`src/rtl/vga_timing_pkg.sv`:
```
// XGA raster constants, coordinate field widths and a split-coordinate compare helper.
// Latency: none (constants and a pure function); backpressure: not applicable.
package vga_timing_pkg;

    localparam int XGA_H_ACTIVE = 1024;
    localparam int XGA_H_FP     = 24;
    localparam int XGA_H_SYNC   = 136;
    localparam int XGA_H_BP     = 160;
    localparam int XGA_V_ACTIVE = 768;
    localparam int XGA_V_FP     = 3;
    localparam int XGA_V_SYNC   = 6;
    localparam int XGA_V_BP     = 29;
    localparam logic XGA_SYNC_ACTIVE_LOW = 1'b1;

    localparam int H_SYNC_START  = XGA_H_ACTIVE + XGA_H_FP;
    localparam int H_SYNC_END    = H_SYNC_START + XGA_H_SYNC;
    localparam int H_TOTAL       = H_SYNC_END + XGA_H_BP;
    localparam int V_BLANK_START = XGA_V_ACTIVE;
    localparam int V_SYNC_START  = XGA_V_ACTIVE + XGA_V_FP;
    localparam int V_SYNC_END    = V_SYNC_START + XGA_V_SYNC;
    localparam int V_TOTAL       = V_SYNC_END + XGA_V_BP;

    localparam int X_LO_W = 5;
    localparam int X_HI_W = 6;
    localparam int Y_LO_W = 6;
    localparam int Y_HI_W = 5;
    localparam int X_W    = X_HI_W + X_LO_W;
    localparam int X_DIV  = 32;
    localparam int Y_DIV  = 48;

    // Line index y = hi*48 + lo compared against a constant without forming y.
    function automatic logic y_split_ge(input logic [Y_HI_W-1:0] hi,
                                        input logic [Y_LO_W-1:0] lo,
                                        input int bound);
        logic [Y_HI_W-1:0] b_hi;
        logic [Y_LO_W-1:0] b_lo;
        b_hi = Y_HI_W'(bound / Y_DIV);
        b_lo = Y_LO_W'(bound % Y_DIV);
        return (hi > b_hi) || ((hi == b_hi) && (lo >= b_lo));
    endfunction

endpackage

```
`src/rtl/wrap_counter_split.sv`:
```
// Two-field counter (hi*(LO_MAX+1) + lo) that wraps to zero at a terminal value.
// Latency: next value exposed combinationally, registered value one clock later; backpressure: en only.
module wrap_counter_split #(
    parameter int LO_W   = 5,
    parameter int HI_W   = 6,
    parameter int LO_MAX = 31,
    parameter int LO_END = 31,
    parameter int HI_END = 41
) (
    input  logic            clk,
    input  logic            rst_n,
    input  logic            en,
    output logic [LO_W-1:0] lo_d,
    output logic [HI_W-1:0] hi_d,
    output logic [LO_W-1:0] lo_q,
    output logic [HI_W-1:0] hi_q
);

    localparam logic [LO_W-1:0] LO_MAX_V = LO_W'(LO_MAX);
    localparam logic [LO_W-1:0] LO_END_V = LO_W'(LO_END);
    localparam logic [HI_W-1:0] HI_END_V = HI_W'(HI_END);

    always_comb begin
        lo_d = lo_q;
        hi_d = hi_q;
        if (en) begin
            if ((lo_q == LO_END_V) && (hi_q == HI_END_V)) begin
                lo_d = '0;
                hi_d = '0;
            end else if (lo_q == LO_MAX_V) begin
                lo_d = '0;
                hi_d = hi_q + HI_W'(1);
            end else begin
                lo_d = lo_q + LO_W'(1);
            end
        end
    end

    always_ff @(posedge clk or negedge rst_n) begin
        if (!rst_n) begin
            lo_q <= '0;
            hi_q <= '0;
        end else begin
            lo_q <= lo_d;
            hi_q <= hi_d;
        end
    end

endmodule

```
`src/rtl/vga_timing_irq.sv`:
```
// Raster timing generator: split x/y coordinates, hsync/vsync/blank and a latched frame interrupt.
// Latency: syncs and blank are registered alongside the coordinates they describe; backpressure: none, free-running.
module vga_timing_irq
    import vga_timing_pkg::*;
#(
    parameter int   H_ACTIVE        = XGA_H_ACTIVE,
    parameter int   H_FP            = XGA_H_FP,
    parameter int   H_SYNC          = XGA_H_SYNC,
    parameter int   H_BP            = XGA_H_BP,
    parameter int   V_ACTIVE        = XGA_V_ACTIVE,
    parameter int   V_FP            = XGA_V_FP,
    parameter int   V_SYNC          = XGA_V_SYNC,
    parameter int   V_BP            = XGA_V_BP,
    parameter logic SYNC_ACTIVE_LOW = XGA_SYNC_ACTIVE_LOW
) (
    input  logic              clk,
    input  logic              rst_n,
    input  logic              cli,
    output logic              hsync,
    output logic              vsync,
    output logic              blank,
    output logic              interrupt,
    output logic [X_LO_W-1:0] x_lo,
    output logic [X_HI_W-1:0] x_hi,
    output logic [Y_LO_W-1:0] y_lo,
    output logic [Y_HI_W-1:0] y_hi
);

    localparam int HS_BEGIN    = H_ACTIVE + H_FP;
    localparam int HS_STOP     = HS_BEGIN + H_SYNC;
    localparam int LINE_TOTAL  = HS_STOP + H_BP;
    localparam int VS_BEGIN    = V_ACTIVE + V_FP;
    localparam int VS_STOP     = VS_BEGIN + V_SYNC;
    localparam int FRAME_TOTAL = VS_STOP + V_BP;

    localparam logic [X_LO_W-1:0] X_END_LO = X_LO_W'((LINE_TOTAL - 1) % X_DIV);
    localparam logic [X_HI_W-1:0] X_END_HI = X_HI_W'((LINE_TOTAL - 1) / X_DIV);

    logic [X_LO_W-1:0] x_lo_d, x_lo_q;
    logic [X_HI_W-1:0] x_hi_d, x_hi_q;
    logic [Y_LO_W-1:0] y_lo_d, y_lo_q;
    logic [Y_HI_W-1:0] y_hi_d, y_hi_q;
    logic              x_wrap;
    logic [X_W-1:0]    x_d;

    logic hsync_d, hsync_q;
    logic vsync_d, vsync_q;
    logic blank_d, blank_q;
    logic irq_d, irq_q;
    logic h_act, v_act, frame_start;

    assign x_wrap = (x_hi_q == X_END_HI) && (x_lo_q == X_END_LO);
    assign x_d    = {x_hi_d, x_lo_d};

    wrap_counter_split #(
        .LO_W  (X_LO_W),
        .HI_W  (X_HI_W),
        .LO_MAX(X_DIV - 1),
        .LO_END((LINE_TOTAL - 1) % X_DIV),
        .HI_END((LINE_TOTAL - 1) / X_DIV)
    ) u_x_cnt (
        .clk  (clk),
        .rst_n(rst_n),
        .en   (1'b1),
        .lo_d (x_lo_d),
        .hi_d (x_hi_d),
        .lo_q (x_lo_q),
        .hi_q (x_hi_q)
    );

    wrap_counter_split #(
        .LO_W  (Y_LO_W),
        .HI_W  (Y_HI_W),
        .LO_MAX(Y_DIV - 1),
        .LO_END((FRAME_TOTAL - 1) % Y_DIV),
        .HI_END((FRAME_TOTAL - 1) / Y_DIV)
    ) u_y_cnt (
        .clk  (clk),
        .rst_n(rst_n),
        .en   (x_wrap),
        .lo_d (y_lo_d),
        .hi_d (y_hi_d),
        .lo_q (y_lo_q),
        .hi_q (y_hi_q)
    );

    // Decode from the next coordinates so the registered flags line up with them.
    always_comb begin
        h_act       = (x_d >= X_W'(HS_BEGIN)) && (x_d < X_W'(HS_STOP));
        v_act       = y_split_ge(y_hi_d, y_lo_d, VS_BEGIN) && !y_split_ge(y_hi_d, y_lo_d, VS_STOP);
        blank_d     = (x_d >= X_W'(H_ACTIVE)) || y_split_ge(y_hi_d, y_lo_d, V_ACTIVE);
        frame_start = (x_d == '0) && y_split_ge(y_hi_d, y_lo_d, V_ACTIVE)
                      && !y_split_ge(y_hi_d, y_lo_d, V_ACTIVE + 1);
        hsync_d     = h_act ^ SYNC_ACTIVE_LOW;
        vsync_d     = v_act ^ SYNC_ACTIVE_LOW;
        irq_d       = frame_start | (irq_q & ~cli);
    end

    always_ff @(posedge clk or negedge rst_n) begin
        if (!rst_n) begin
            hsync_q <= SYNC_ACTIVE_LOW;
            vsync_q <= SYNC_ACTIVE_LOW;
            blank_q <= 1'b0;
            irq_q   <= 1'b0;
        end else begin
            hsync_q <= hsync_d;
            vsync_q <= vsync_d;
            blank_q <= blank_d;
            irq_q   <= irq_d;
        end
    end

    assign hsync     = hsync_q;
    assign vsync     = vsync_q;
    assign blank     = blank_q;
    assign interrupt = irq_q;
    assign x_lo      = x_lo_q;
    assign x_hi      = x_hi_q;
    assign y_lo      = y_lo_q;
    assign y_hi      = y_hi_q;

endmodule

```
`config.mk`:
```
export PLATFORM = sky130hd
export DESIGN_NAME = vga_timing_irq
export DESIGN_NICKNAME = d
export VERILOG_FILES = /design/src/rtl/vga_timing_pkg.sv /design/src/rtl/wrap_counter_split.sv /design/src/rtl/vga_timing_irq.sv
export SDC_FILE = /design/constraint.sdc
export NUM_CORES = 1
export LEC_CHECK = 0
export CAP_MARGIN = 20
export CORE_ASPECT_RATIO = 1.25
export CORE_UTILIZATION = 55
export DETAILED_ROUTE_END_ITERATION = 10
export GPL_TIMING_DRIVEN = 0
export PLACE_DENSITY = 0.92
export SYNTH_ARGS = -nofsm -noshare
export SYNTH_HDL_FRONTEND = slang
export SYNTH_HIERARCHICAL = 1
export SYNTH_SLANG_ARGS = --single-unit
```
`constraint.sdc`:
```
create_clock -name clk -period 5.78 [get_ports clk]
set_input_delay 1.156 -clock clk [delete_from_list [all_inputs] [get_ports clk]]
set_output_delay 1.156 -clock clk [all_outputs]
set_load 0.05 [all_outputs]
```
==> metrics.csv <==
stage,metric,value,unit
status,outcome,finished clean,
clock_tree,setup repair bufs after CTS,0,
yosys,mean area per synthesized cell,10.2,um^2
final_layout,layout cells sized above 1,0.113,
worst_setup_path,slowest cell delay on critical path,0.86,ns
worst_hold_path,worst hold path class,flop to flop,
yosys,#FFs+latches synth,26,
worst_setup_path,CP endpoint,x_hi[2],
floorplan,initial core utilization,0.592,
timing,Worst Max-Slew Pin Slew,0.531,ns
timing,final hold violations,0,
global_route,vias in the first global route,1147,
global_route,GR peak layer,met2,
global_route,M2 GR Usage,0.408,
clock_tree,post_cts resized,0,
global_route,GR Util met1,0.283,
timing,setup TNS,0,ns
clock_tree,CTS Sinks,26,
routing,vias,1250,
pwr,maximum vdd drop,0.328,mV
yosys,"EDFF count, synth",0,
placement,DP Wirelength,2360,um
pwr,Clock Power Share,0.168,
floorplan,die width,48.2,um
floorplan,core footprint,0.00248,mm^2
worst_setup_path,r2r setup slk,3.32,ns
global_route,GRT Util Overall,0.239,
timing,Tcrit/Tclk final,0.491,
routing,Initial DRT Pass Iterations,4,
yosys,syn nets,155,
routing,Total Wirelength,3220,um
worst_setup_path,CP startpoint,u_x_cnt/hi_q[2],
timing,min cycle time layout,2.84,ns
worst_setup_path,WS Path Type,flop to output pin,
clock_tree,cts hold-fix bufs,0,
pwr,switching power,219,uW
yosys,top_reg_cell synth,dfrtp_1,
worst_setup_path,crit path max fanout,7,
routing,Residual DRC,0,
timing,Final setup viols,0,
worst_setup_path,startpoint type of the worst setup path,flop,
pwr,P_int,315,uW
worst_setup_path,crit-path leading delay family,buffers and inverters,
pwr,Tot Pwr,534,uW
yosys,post-synthesis cell type count,44,
floorplan,IO Count,29,
placement,Placement Setup Slack,3.23,ns
yosys,Post-Syn Area,0.00147,mm^2
clock_tree,Max clock buf depth,2,
final_layout,n_diodes,0,
yosys,Ys Warns,6,
worst_setup_path,slowest CP cell,clkdlybuf4s50_1,
timing,max frequency,352,MHz
clock_tree,TritonCTS clock tree,built,
global_route,GR Util met3,0.0302,
global_route,grt ovf,0,
pwr,LEAKAGE,0.000793,uW
pwr,sequential share of power,0.442,
yosys,sequential element share of the synthesized area,0.445,
clock_tree,CTS Buf Count,3,
timing,Clock Skews,0.00499,ns
clock_tree,CTS root buf,clkbuf_4,
yosys,fraction of registers with async set/reset,1.00,
floorplan,Rows,20,
worst_setup_path,WP buf/inv,1,
routing,initial DRC count,63,
routing,ANT nets after route,0,
worst_setup_path,worst-path cell chain,clkdlybuf4s50_1,
routing,WL/cell,15.3,um
timing,relative slew slack,0.643,
floorplan,Die ar.,0.00288,mm^2
final_layout,"Design Area, Final",0.00184,mm^2
worst_setup_path,R2R depth,9,
worst_setup_path,FF-to-FF End,interrupt,
timing,RSZ-0062 raised after global routing,false,
routing,vias per inst,5.95,
placement,RePlAce Congestion,0.849,
global_route,first-pass GRT wire length,4900,um
placement,area of placed instances,0.00179,mm^2
yosys,Synth Instances,144,
placement,PortBufs,28,
worst_setup_path,Worst path depth,1,
clock_tree,H-tree Lvls,1,
clock_tree,Clock transition at path regs,0.14,ns
job,max cap viols,0,
timing,setup ws final,2.94,ns
worst_setup_path,CP arrival,1.68,ns
global_route,initial antenna violation count,0,
pwr,Cell Pwr Density,290,mW/mm^2
floorplan,Die Ht,59.8,um
worst_setup_path,reg2reg start,u_x_cnt/hi_q[4],
worst_setup_path,type of element capturing the critical path,output pin,
global_route,largest net degree at the start of global routing,27,
timing,max-slew violation count,0,
clock_tree,Worst-Skew Late Latency,0.31,ns
final_layout,P&R area growth vs syn,25.4,%
pwr,switch share,0.409,
final_layout,nets@finish,189,
pwr,combinational power share,0.389,
worst_setup_path,critical path required time,4.62,ns
metrics by stage:
stage                     hold slack, ns  cells  utilization
final                              0.565    210        0.743
after global routing               0.597    210        0.743
after CTS                          0.566    209        0.737
after detailed placement           0.546    205        0.722
after global placement             0.543    205        0.722
after floorplan                    0.770    144            -
synth_stat cells, types with 5 or more instances:
| library cell | count | share of area |
|---|---|---|
| nand4_1 | 6 | 0.026 |
| nor2_1 | 16 | 0.041 |
| nand2_1 | 8 | 0.020 |
| xor2_1 | 5 | 0.030 |
| ha_1 | 8 | 0.068 |
| nand3_1 | 9 | 0.031 |
| inv_1 | 6 | 0.015 |
| a21oi_1 | 5 | 0.017 |
| dfrtp_1 | 24 | 0.41 |
| o21ai_0 | 5 | 0.017 |
per-layer routing:
layer / part of all wire / vias up / wire length (um)
met2: 0.51 / 66 / 1630
met5: 0 / - / 0
li1: - / 589 / -
met4: 0.027 / 0 / 87
met1: 0.41 / 585 / 1330
met3: 0.053 / 10 / 170
flip-flops by register name, indices dropped and copies added (netlist names):
| signal | cells |
|---|---|
| hsync | 1 |
| blank | 1 |
| interrupt | 1 |
| u_x_cnt/hi_q | 6 |
| u_x_cnt/lo_q | 5 |
| vsync | 1 |
| u_y_cnt/hi_q | 5 |
| u_y_cnt/lo_q | 6 |
final cells by class:
cell class,count,area (um^2)
Multi-Input combinational cell,109,762
Sequential cell,26,653
Fill cell,186,637
Timing Repair Buffer,29,295
Tap cell,33,41.3
Clock buffer,4,36.3
Buffer,3,30.0
Inverter,6,22.5
cells in the final DEF, fill, tap and decap left out, types with 3 or more instances in the layout:
cell             instances
a21o_1                   4
a21oi_1                  5
clkbuf_4                 3
clkdlybuf4s50_1         28
dfrtp_1                 24
ha_1                     8
inv_1                    6
mux2_2                   4
mux2i_1                  3
nand2_1                  8
nand3_1                  9
nand4_1                  6
nor2_1                  16
nor3_1                   4
o21ai_0                  5
xor2_1                   5
logic make-up after synthesis:
family	synth area share
compound gates	0.109
flops	0.445
simple gates	0.252
other cells	0.00256
mux	0.0511
buf+inv	0.0358
xor+xnor	0.0358
fa+ha+maj	0.0682
power by group through the flow:
stage,registers [uW],logic [uW],clock network (uW)
2_1_floorplan,306,64.1,0
3_3_place_gp,237,197,0
3_5_place_dp,239,201,0
4_1_cts,235,204,93.0
5_1_grt,239,216,101
6_report,236,208,90.0
worst register-to-register path, cell delays in order (launching register included):
cell	delay [ns]
dfrtp_1	0.48
nand4b_1	0.20
nor3_1	0.25
buf_6	0.16
nand4b_1	0.28
nor3_1	0.26
a21o_1	0.18
nor3b_1	0.32
nand4_1	0.14
o22ai_1	0.14
worst min-delay path by stage:
| stage | start | cells after the start | slack, ns | to |
|---|---|---|---|---|
| 5_1_grt | interrupt | 2 | 0.60 | interrupt |
| 3_5_place_dp | interrupt | 2 | 0.55 | interrupt |
| 3_3_place_gp | interrupt | 2 | 0.54 | interrupt |
| 2_1_floorplan | interrupt | 2 | 0.77 | interrupt |
| 6_report | interrupt | 2 | 0.57 | interrupt |
| 4_1_cts | interrupt | 2 | 0.57 | interrupt |
No activity file was read; power rests on OpenSTA's default activity.
